## src/rtl/hex_scan_ctrl.sv

```systemverilog
// hex_scan_ctrl: time-multiplexed scan controller for common-anode seven-segment digits.
//   Drives one shared hex decoder (dig_val) and a one-hot digit enable (dig_en).
//   New display words arrive on a valid/ready handshake and are committed only at frame end.
//   Ports: clk, rst (async, active-high), load_valid/load_data/load_ready (word handshake),
//          blank_lz (leading-zero blanking), dig_val (nibble of the active digit),
//          dig_en (digit enables, polarity EN_ACTIVE_LOW), frame_start (first cycle of slot 0).
//   Optional macro HEX_SCAN_BLINK_EN adds blink_mask and BLINK_FRAMES for per-digit blinking.
module hex_scan_ctrl #(
    parameter int NUM_DIGITS    = 4,
    parameter int REFRESH_DIV   = 50000,
    parameter int DEAD_CYCLES   = 2,
    parameter int EN_ACTIVE_LOW = 1
`ifdef HEX_SCAN_BLINK_EN
    ,
    parameter int BLINK_FRAMES  = 32
`endif
) (
    input  logic                    clk,
    input  logic                    rst,
    input  logic                    load_valid,
    input  logic [4*NUM_DIGITS-1:0] load_data,
    output logic                    load_ready,
    input  logic                    blank_lz,
`ifdef HEX_SCAN_BLINK_EN
    input  logic [NUM_DIGITS-1:0]   blink_mask,
`endif
    output logic [3:0]              dig_val,
    output logic [NUM_DIGITS-1:0]   dig_en,
    output logic                    frame_start
);
    localparam int CW = $clog2(REFRESH_DIV);
    localparam int IW = $clog2(NUM_DIGITS);
    localparam logic [CW-1:0] CNT_MAX = CW'(REFRESH_DIV - 1);
    localparam logic [CW-1:0] DEAD    = CW'(DEAD_CYCLES);
    localparam logic [IW-1:0] IDX_MAX = IW'(NUM_DIGITS - 1);

    typedef enum logic {IDLE, PENDING} state_t;

    state_t                  state_q, state_d;
    logic [CW-1:0]           cnt_q, cnt_d;
    logic [IW-1:0]           idx_q, idx_d;
    logic [4*NUM_DIGITS-1:0] disp_q, disp_d, shadow_q, shadow_d;
    // Suppresses frame_start on the very first cycle after reset release.
    logic                    started_q;
    logic                    frame_end;
    logic [NUM_DIGITS-1:0]   zf, blk, blink, onehot;

    assign frame_end = (cnt_q == CNT_MAX) && (idx_q == IDX_MAX);

`ifdef HEX_SCAN_BLINK_EN
    localparam int FW = $clog2(2 * BLINK_FRAMES);
    localparam logic [FW-1:0] FRM_MAX  = FW'(2 * BLINK_FRAMES - 1);
    localparam logic [FW-1:0] FRM_HALF = FW'(BLINK_FRAMES);
    logic [FW-1:0] frm_q, frm_d;
    assign frm_d = frame_end ? ((frm_q == FRM_MAX) ? '0 : frm_q + 1'b1) : frm_q;
    assign blink = (frm_q >= FRM_HALF) ? blink_mask : '0;
    always_ff @(posedge clk or posedge rst) begin
        if (rst) frm_q <= '0;
        else     frm_q <= frm_d;
    end
`else
    assign blink = '0;
`endif

    always_ff @(posedge clk or posedge rst) begin
        if (rst) begin
            state_q   <= IDLE;
            cnt_q     <= '0;
            idx_q     <= '0;
            disp_q    <= '0;
            shadow_q  <= '0;
            started_q <= 1'b0;
        end else begin
            state_q   <= state_d;
            cnt_q     <= cnt_d;
            idx_q     <= idx_d;
            disp_q    <= disp_d;
            shadow_q  <= shadow_d;
            started_q <= 1'b1;
        end
    end

    always_comb begin
        cnt_d = (cnt_q == CNT_MAX) ? '0 : cnt_q + 1'b1;
        idx_d = (cnt_q != CNT_MAX) ? idx_q : ((idx_q == IDX_MAX) ? '0 : idx_q + 1'b1);
    end

    always_comb begin
        state_d  = state_q;
        shadow_d = shadow_q;
        disp_d   = disp_q;
        if (state_q == IDLE) begin
            if (load_valid) begin
                shadow_d = load_data;
                state_d  = PENDING;
            end
        end else if (frame_end) begin
            disp_d  = shadow_q;
            state_d = IDLE;
        end
    end

    // zf[i]: nibbles i..NUM_DIGITS-1 of the committed word are all zero.
    always_comb begin
        zf = '0;
        zf[NUM_DIGITS-1] = disp_q[4*NUM_DIGITS-1 -: 4] == 4'h0;
        for (int i = NUM_DIGITS - 2; i >= 0; i--)
            zf[i] = zf[i+1] & (disp_q[4*i +: 4] == 4'h0);
        blk    = (blank_lz ? {zf[NUM_DIGITS-1:1], 1'b0} : '0) | blink;
        onehot = (cnt_q >= DEAD && !blk[idx_q]) ? NUM_DIGITS'(1) << idx_q : '0;
        dig_en = (EN_ACTIVE_LOW != 0) ? ~onehot : onehot;
    end

    assign dig_val     = disp_q[{idx_q, 2'b00} +: 4];
    assign load_ready  = state_q == IDLE;
    assign frame_start = started_q && cnt_q == '0 && idx_q == '0;
endmodule

```

## config.mk

```make
export PLATFORM = sky130hd
export DESIGN_NAME = hex_scan_ctrl
export DESIGN_NICKNAME = d
export VERILOG_FILES = /design/src/rtl/hex_scan_ctrl.sv
export SDC_FILE = /design/constraint.sdc
export NUM_CORES = 1
export LEC_CHECK = 0
export CAP_MARGIN = 30
export CELL_PAD_IN_SITES_DETAIL_PLACEMENT = 1
export CELL_PAD_IN_SITES_GLOBAL_PLACEMENT = 1
export CORE_MARGIN = 2
export CORE_UTILIZATION = 45
export DETAILED_ROUTE_END_ITERATION = 8
export HOLD_SLACK_MARGIN = 0.08
export PLACE_DENSITY_LB_ADDON = 0.1
export REMOVE_ABC_BUFFERS = 1
export SETUP_SLACK_MARGIN = 0.2
export SYNTH_ARGS = -nofsm -noshare
export SYNTH_HDL_FRONTEND = slang
export SYNTH_SLANG_ARGS = --single-unit
```

## constraint.sdc

```tcl
create_clock -name clk -period 3 [get_ports clk]
set_input_delay 0.45 -clock clk [delete_from_list [all_inputs] [get_ports clk]]
set_output_delay 0.45 -clock clk [all_outputs]
set_load 0.01 [all_outputs]
```

# --- Yosys cells after proc, flatten, opt, wreduce, memory -nomap -nowiden ---
# Index checks and enable logic that the tools add are counted.
totals:
  ff_bits: 52
  word_cells: 40
  output_inout_bits: 10
  in_bits: 20
op_classes:
  n_lt_le_gt_ge: 2
  n_reduce_logical: 12
  eq_ne: 3
  bitwise_logic: 4
  addsub: 2
  n_mux: 9
  shifts: 2
ops:
  columns: ["op", "count"]
  rows:
  - ["$add 16x1->16 const B", 1]
  - ["$eq 16x16->1 const B", 1]
  - ["$ge 16x2->1 const B", 1]
  - ["$logic_not 16->1", 1]
  - ["$mux 16", 1]
  - ["$ne 16x16->1 const B", 1]
  - ["$shiftx 16x5->4", 1]
  - ["$logic_not 4->1", 3]
  - ["$mux 4", 2]
  - ["$logic_and 1x1->1", 4]
  - ["$mux 1", 4]
  - ["$not 4->4", 1]
  - ["$reduce_and 2->1", 2]
  - ["$shl 1x2->4 const A", 1]
  - ["$lt 2x3->1 const B", 1]
  - ["$add 2x1->2 const B", 1]
  - ["$and 1x1->1", 2]
  - ["$bmux 1 s2", 1]
  - ["$eq 2x2->1 const B", 1]
  - ["$logic_not 2->1", 1]
  - ["$mux 2", 1]
  - ["$logic_not 1->1", 1]
  - ["$not 1->1", 1]

# --- Depth between registers and ports, before layout ---
logic_depth:
  word_depth: 10
  ltp_mapped: 7
  depth_no_buf: 5

# --- Worst setup path after synthesis ---
# No wires, ideal clock.
synth_path:
  path_kind: "register -> register"
  from: "register cnt_q[11]"
  to: "register disp_q[0]"
  required_ns: 2.873
  slack_ns: 0.830
  n_path_buf: 2
  synth_period_minus_slack_ns: 2.170
  arrival_time_ns: 2.042
  setup_ns: 0.127
  stages_incl_launch_ff: 7
  path_cell_list: "dfrtp_1 > or4_4 > nor4_4 > and3_1 > buf_6 > buf_12 > mux2_1"
synth_via:
  elab_chain_cells: 3
synth_lines:
  columns: ["item", "line_no", "rtl"]
  rows:
  - ["from (decl)", "40", "logic [CW-1:0] cnt_q, cnt_d;"]
  - ["from (signal assigned)", "75", "cnt_q <= cnt_d;"]
  - ["$eq 16x16->1", "48", "assign frame_end = (cnt_q == CNT_MAX) && (idx_q == IDX_MAX);"]
  - ["$logic_and 1x1->1", "48", null]
  - ["$reduce_and 2->1 (no line)", null, null]
  - ["to (signal assigned)", "77", "disp_q <= disp_d;"]
  - ["to (decl)", "42", "logic [4*NUM_DIGITS-1:0] disp_q, disp_d, shadow_q, shadow_d;"]
# Every way passes these cells.
# A chain may end at the register's enable or synchronous reset.

# --- Final worst setup path ---
layout_path:
  from: "register disp_q[8]"
  to: "output dig_en[2]"
layout_via:
  elab_chain_cells: 10
layout_lines:
  columns: ["item", "line_no", "rtl"]
  rows:
  - ["$logic_not 4->1 (*)", "108", "zf[i] = zf[i+1] & (disp_q[4*i +: 4] == 4'h0);"]
  - ["$and 1x1->1 (*)", "108", null]
  - ["$and 1x1->1", "108", null]
  - ["$mux 4 (*)", "109", "blk = (blank_lz ? {zf[NUM_DIGITS-1:1], 1'b0} : '0) | blink;"]
  - ["$bmux 1 s2 (*)", "110", "onehot = (cnt_q >= DEAD && !blk[idx_q]) ? NUM_DIGITS'(1) << idx_q : '0;"]
  - ["$mux 1 (implied by the code) (*)", "110", null]
  - ["$logic_not 1->1 (*)", "110", null]
  - ["$logic_and 1x1->1 (*)", "110", null]
  - ["$mux 4 (*)", "110", null]
  - ["$not 4->4 (*)", "111", "dig_en = (EN_ACTIVE_LOW != 0) ? ~onehot : onehot;"]
  - ["to (decl)", "28", "output logic [NUM_DIGITS-1:0] dig_en,"]
# Mark *: on every way between the ends. The rest lies on a longest branch, timed or not. The select of a mux whose other input is x is not followed.

==> impl_metrics.csv <==
group,metric,value,unit
status,outcome,"finished, final reports clean",
clock_tree,cts_root_buf,"clkbuf_8",
global_route,overflow,0,
detailed_routing,first_pass_iters,4,
detailed_routing,final_antenna_net_count,0,
global_route,grt_pass1_vias,1825,
worst_setup_path,cp_max_fo,3,
final_layout,postLayoutCoreUtil,0.575,
final_layout,antenna_cells,0,
sta,hold_viol,0,
synthesis,synth_xor_area_frac,0.0470,
worst_setup_path,cp.required,2.55,ns
sta,rsz0062_at_grt,"false",
clock_tree,cts_tree,"built",
final_layout,area.growth.synth_to_final,22.0,%
worst_setup_path,r2r_slack,0.70,ns
detailed_routing,drc,0,
floorplan,die_w,77.4,um
synthesis,synthMuxAreaShare,0.197,
sta,post-route-period-util,0.874,
placed_design,hpwl,3750,um
placed_design,gp_congestion,0.861,
sta,fmax,0.381,GHz
placed_design,port-buffer-count,29,
synthesis,async_flop_share,1.00,
final_layout,fin_nets,254,
synthesis,synth_top_family_by_area,"multiplexers",
detailed_routing,drtIter0Drc,48,
floorplan,rows,26,
final_layout,final_layout_size_suffix_gt1_frac,0.263,
sta,setup-tns-final,0,ns
sta,relSlewSlack,0.561,
floorplan,core-area,5140,um2
worst_setup_path,cp.arrival,2.17,ns
worst_setup_path,cp-end-kind,"output pin",
synthesis,synth-edff-count,0,
clock_tree,cts.sinks,52,
detailed_routing,routed_wl,5410,um
detailed_routing,vias,1598,
global_route,grt_antenna_before_repair,0,
global_route,grt_max_degree,53,
sta,final.setup_skew,0.00662,ns
worst_setup_path,startpoint_type,"flop",
synthesis,ys_ff_latch,52,
synthesis,syn_avg_cell_area,12.9,um2
synthesis,synthDistinctLibCells,30,
floorplan,dieHeight,77.4,um
clock_tree,cts_htree_levels,2,
clock_tree,path_clk_slew,0.09,ns
synthesis,ys_seq_area_frac,0.537,
clock_tree,clk_latency,0.30,ns
synthesis,synth_fa_ha_area_frac,0.0362,
synthesis,yosysWarnings,0,
floorplan,start_util,0.471,
synthesis,ys.flop_type,"dfrtp_1",
final_layout,fill_cells,537,
worst_setup_path,worstSetupPathType,"reg2out",
sta,period_needed,2.62,ns
clock_tree,ctsHoldBuffers,0,
pwr,leakagePower,1.33,nW
flow_run,cap_violations,0,
synthesis,synth_compound_area_frac,0.0145,
synthesis,synthSimpleGateAreaFrac,0.132,
detailed_routing,vias_per_cell,5.36,
clock_tree,cts_made_buffers,5,
sta,setup_violations,0,
synthesis,synthCells,188,
pwr,cellPowerDensity,412,nW/um2
min_path,hold_class,"reg2reg",
clock_tree,clk_path_buf_depth,2,
floorplan,ioPinCount,30,
pwr,ir_drop,0.299,mV
synthesis,synth.cell_area,2420,um2
sta,drv_slew,0,
global_route,grt_pass1_wl,9210,um
sta,worst_pin_slew,0.659,ns
floorplan,die-area,5990,um2
global_route,grt_use_total,0.200,
detailed_routing,post_drt_wl_per_cell,18.2,um
[state kept, by name (all words and copies together), names as in the netlist]
register and count:
idx_q 2, cnt_q 16, shadow_q 16, disp_q 16
state_q 1, started_q 1
[per-layer routing]
metal | GRT usage | vias to the layer above | wire length (um)
li1 | - | 734 | -
met1 | 0.230 | 832 | 2060
met2 | 0.370 | 22 | 3120
met3 | 0.0395 | 10 | 105
met4 | 0.0714 | 0 | 122
met5 | 0 | - | 0
[Yosys cell counts (4+ instances only)]
| cell type | instances | area share |
|---|---|---|
| dfrtp_1 | 52 | 0.54 |
| mux2_2 | 23 | 0.11 |
| nor2_1 | 14 | 0.022 |
| inv_1 | 10 | 0.015 |
| nand3_1 | 9 | 0.019 |
| ha_1 | 7 | 0.036 |
| mux2_4 | 7 | 0.043 |
| xor2_1 | 7 | 0.025 |
| nand2_1 | 6 | 0.0093 |
| nand4_1 | 6 | 0.015 |
| xnor2_1 | 6 | 0.022 |
| clkbuf_1 | 4 | 0.0062 |
| mux4_2 | 4 | 0.037 |
| nor4_1 | 4 | 0.010 |
| or3_1 | 4 | 0.010 |
[final timing paths]
kind                            from    endpoint  cells after the start
max in group asynchronous        rst    cnt_q[6]                      3
min in group asynchronous        rst    cnt_q[3]                      3
min                        disp_q[3]   disp_q[3]                      1
max reg2reg                cnt_q[11]  disp_q[10]                      5
max                        disp_q[8]   dig_en[2]                      6
min reg2reg                disp_q[3]   disp_q[3]                      1
[final cells by class]
cell class              count  area (um2)  share of cell area
clock buffers               7        86.3              0.0292
clock inverters             1        7.51             0.00254
inverters                  10        37.5              0.0127
multi-input cells         120        1080               0.365
flip-flops and latches     52        1300               0.441
well taps                  70        87.6              0.0296
repair buffers             38         355               0.120
[cell families after synthesis]
kind of cell / Yosys count
AO/OA/AOI/OAI: 6
XOR/XNOR: 13
adder cells (fa/ha/maj): 7
buffers and inverters: 16
flip-flops: 52
multiplexers: 36
other: 1
AND/OR/NAND/NOR: 57
[power by group]
group / switching, mW / internal (mW)
clock: 0.225 / 0.188
combinational: 0.0232 / 0.0408
sequential: 0.0143 / 0.726
[cell usage in the layout, fill, tap and decap left out, types with 3 or more instances in the layout]
master           instances
nor4_1                   3
inv_1                    9
nand3_1                  9
mux4_2                   4
dfrtp_1                 51
nand4_1                  6
mux2_4                   7
nand2_1                  5
o21ai_0                  3
buf_4                    9
xor2_1                   7
nor2_1                  14
clkdlybuf4s50_1         24
ha_1                     7
or4_4                    3
mux2_2                  23
xnor2_1                  6
dlygate4sd2_1            4
or3_1                    4
clkbuf_8                 6
[critical path, stage by stage (launching register included)]
cell and delay, ns:
dfrtp_1 0.42, or4_4 0.58, nor3_4 0.19, o211ai_1 0.18, buf_4 0.19, nand3_1 0.06
dlygate4sd2_1 0.26
[per-stage QoR]
stage	power (mW)	instances	hold slack [ns]	setup slack [ns]	cell area, um2
after floorplan	0.781	182	0.453	0.344	2380
after global placement	0.814	286	0.475	0.292	2790
after detailed placement	0.819	286	0.479	0.232	2790
after CTS	1.24	298	0.498	0.235	2950
after global routing	1.27	298	0.524	0.258	2950
final	1.22	298	0.499	0.379	2950
[repair_timing]
action / in CTS / in global routing
buffers inserted: 4 / 0
resized for setup: 12 / 2
pin swaps: 7 / 1
setup endpoints to repair: 5 / 1
No activity file was read; power rests on OpenSTA's default activity.
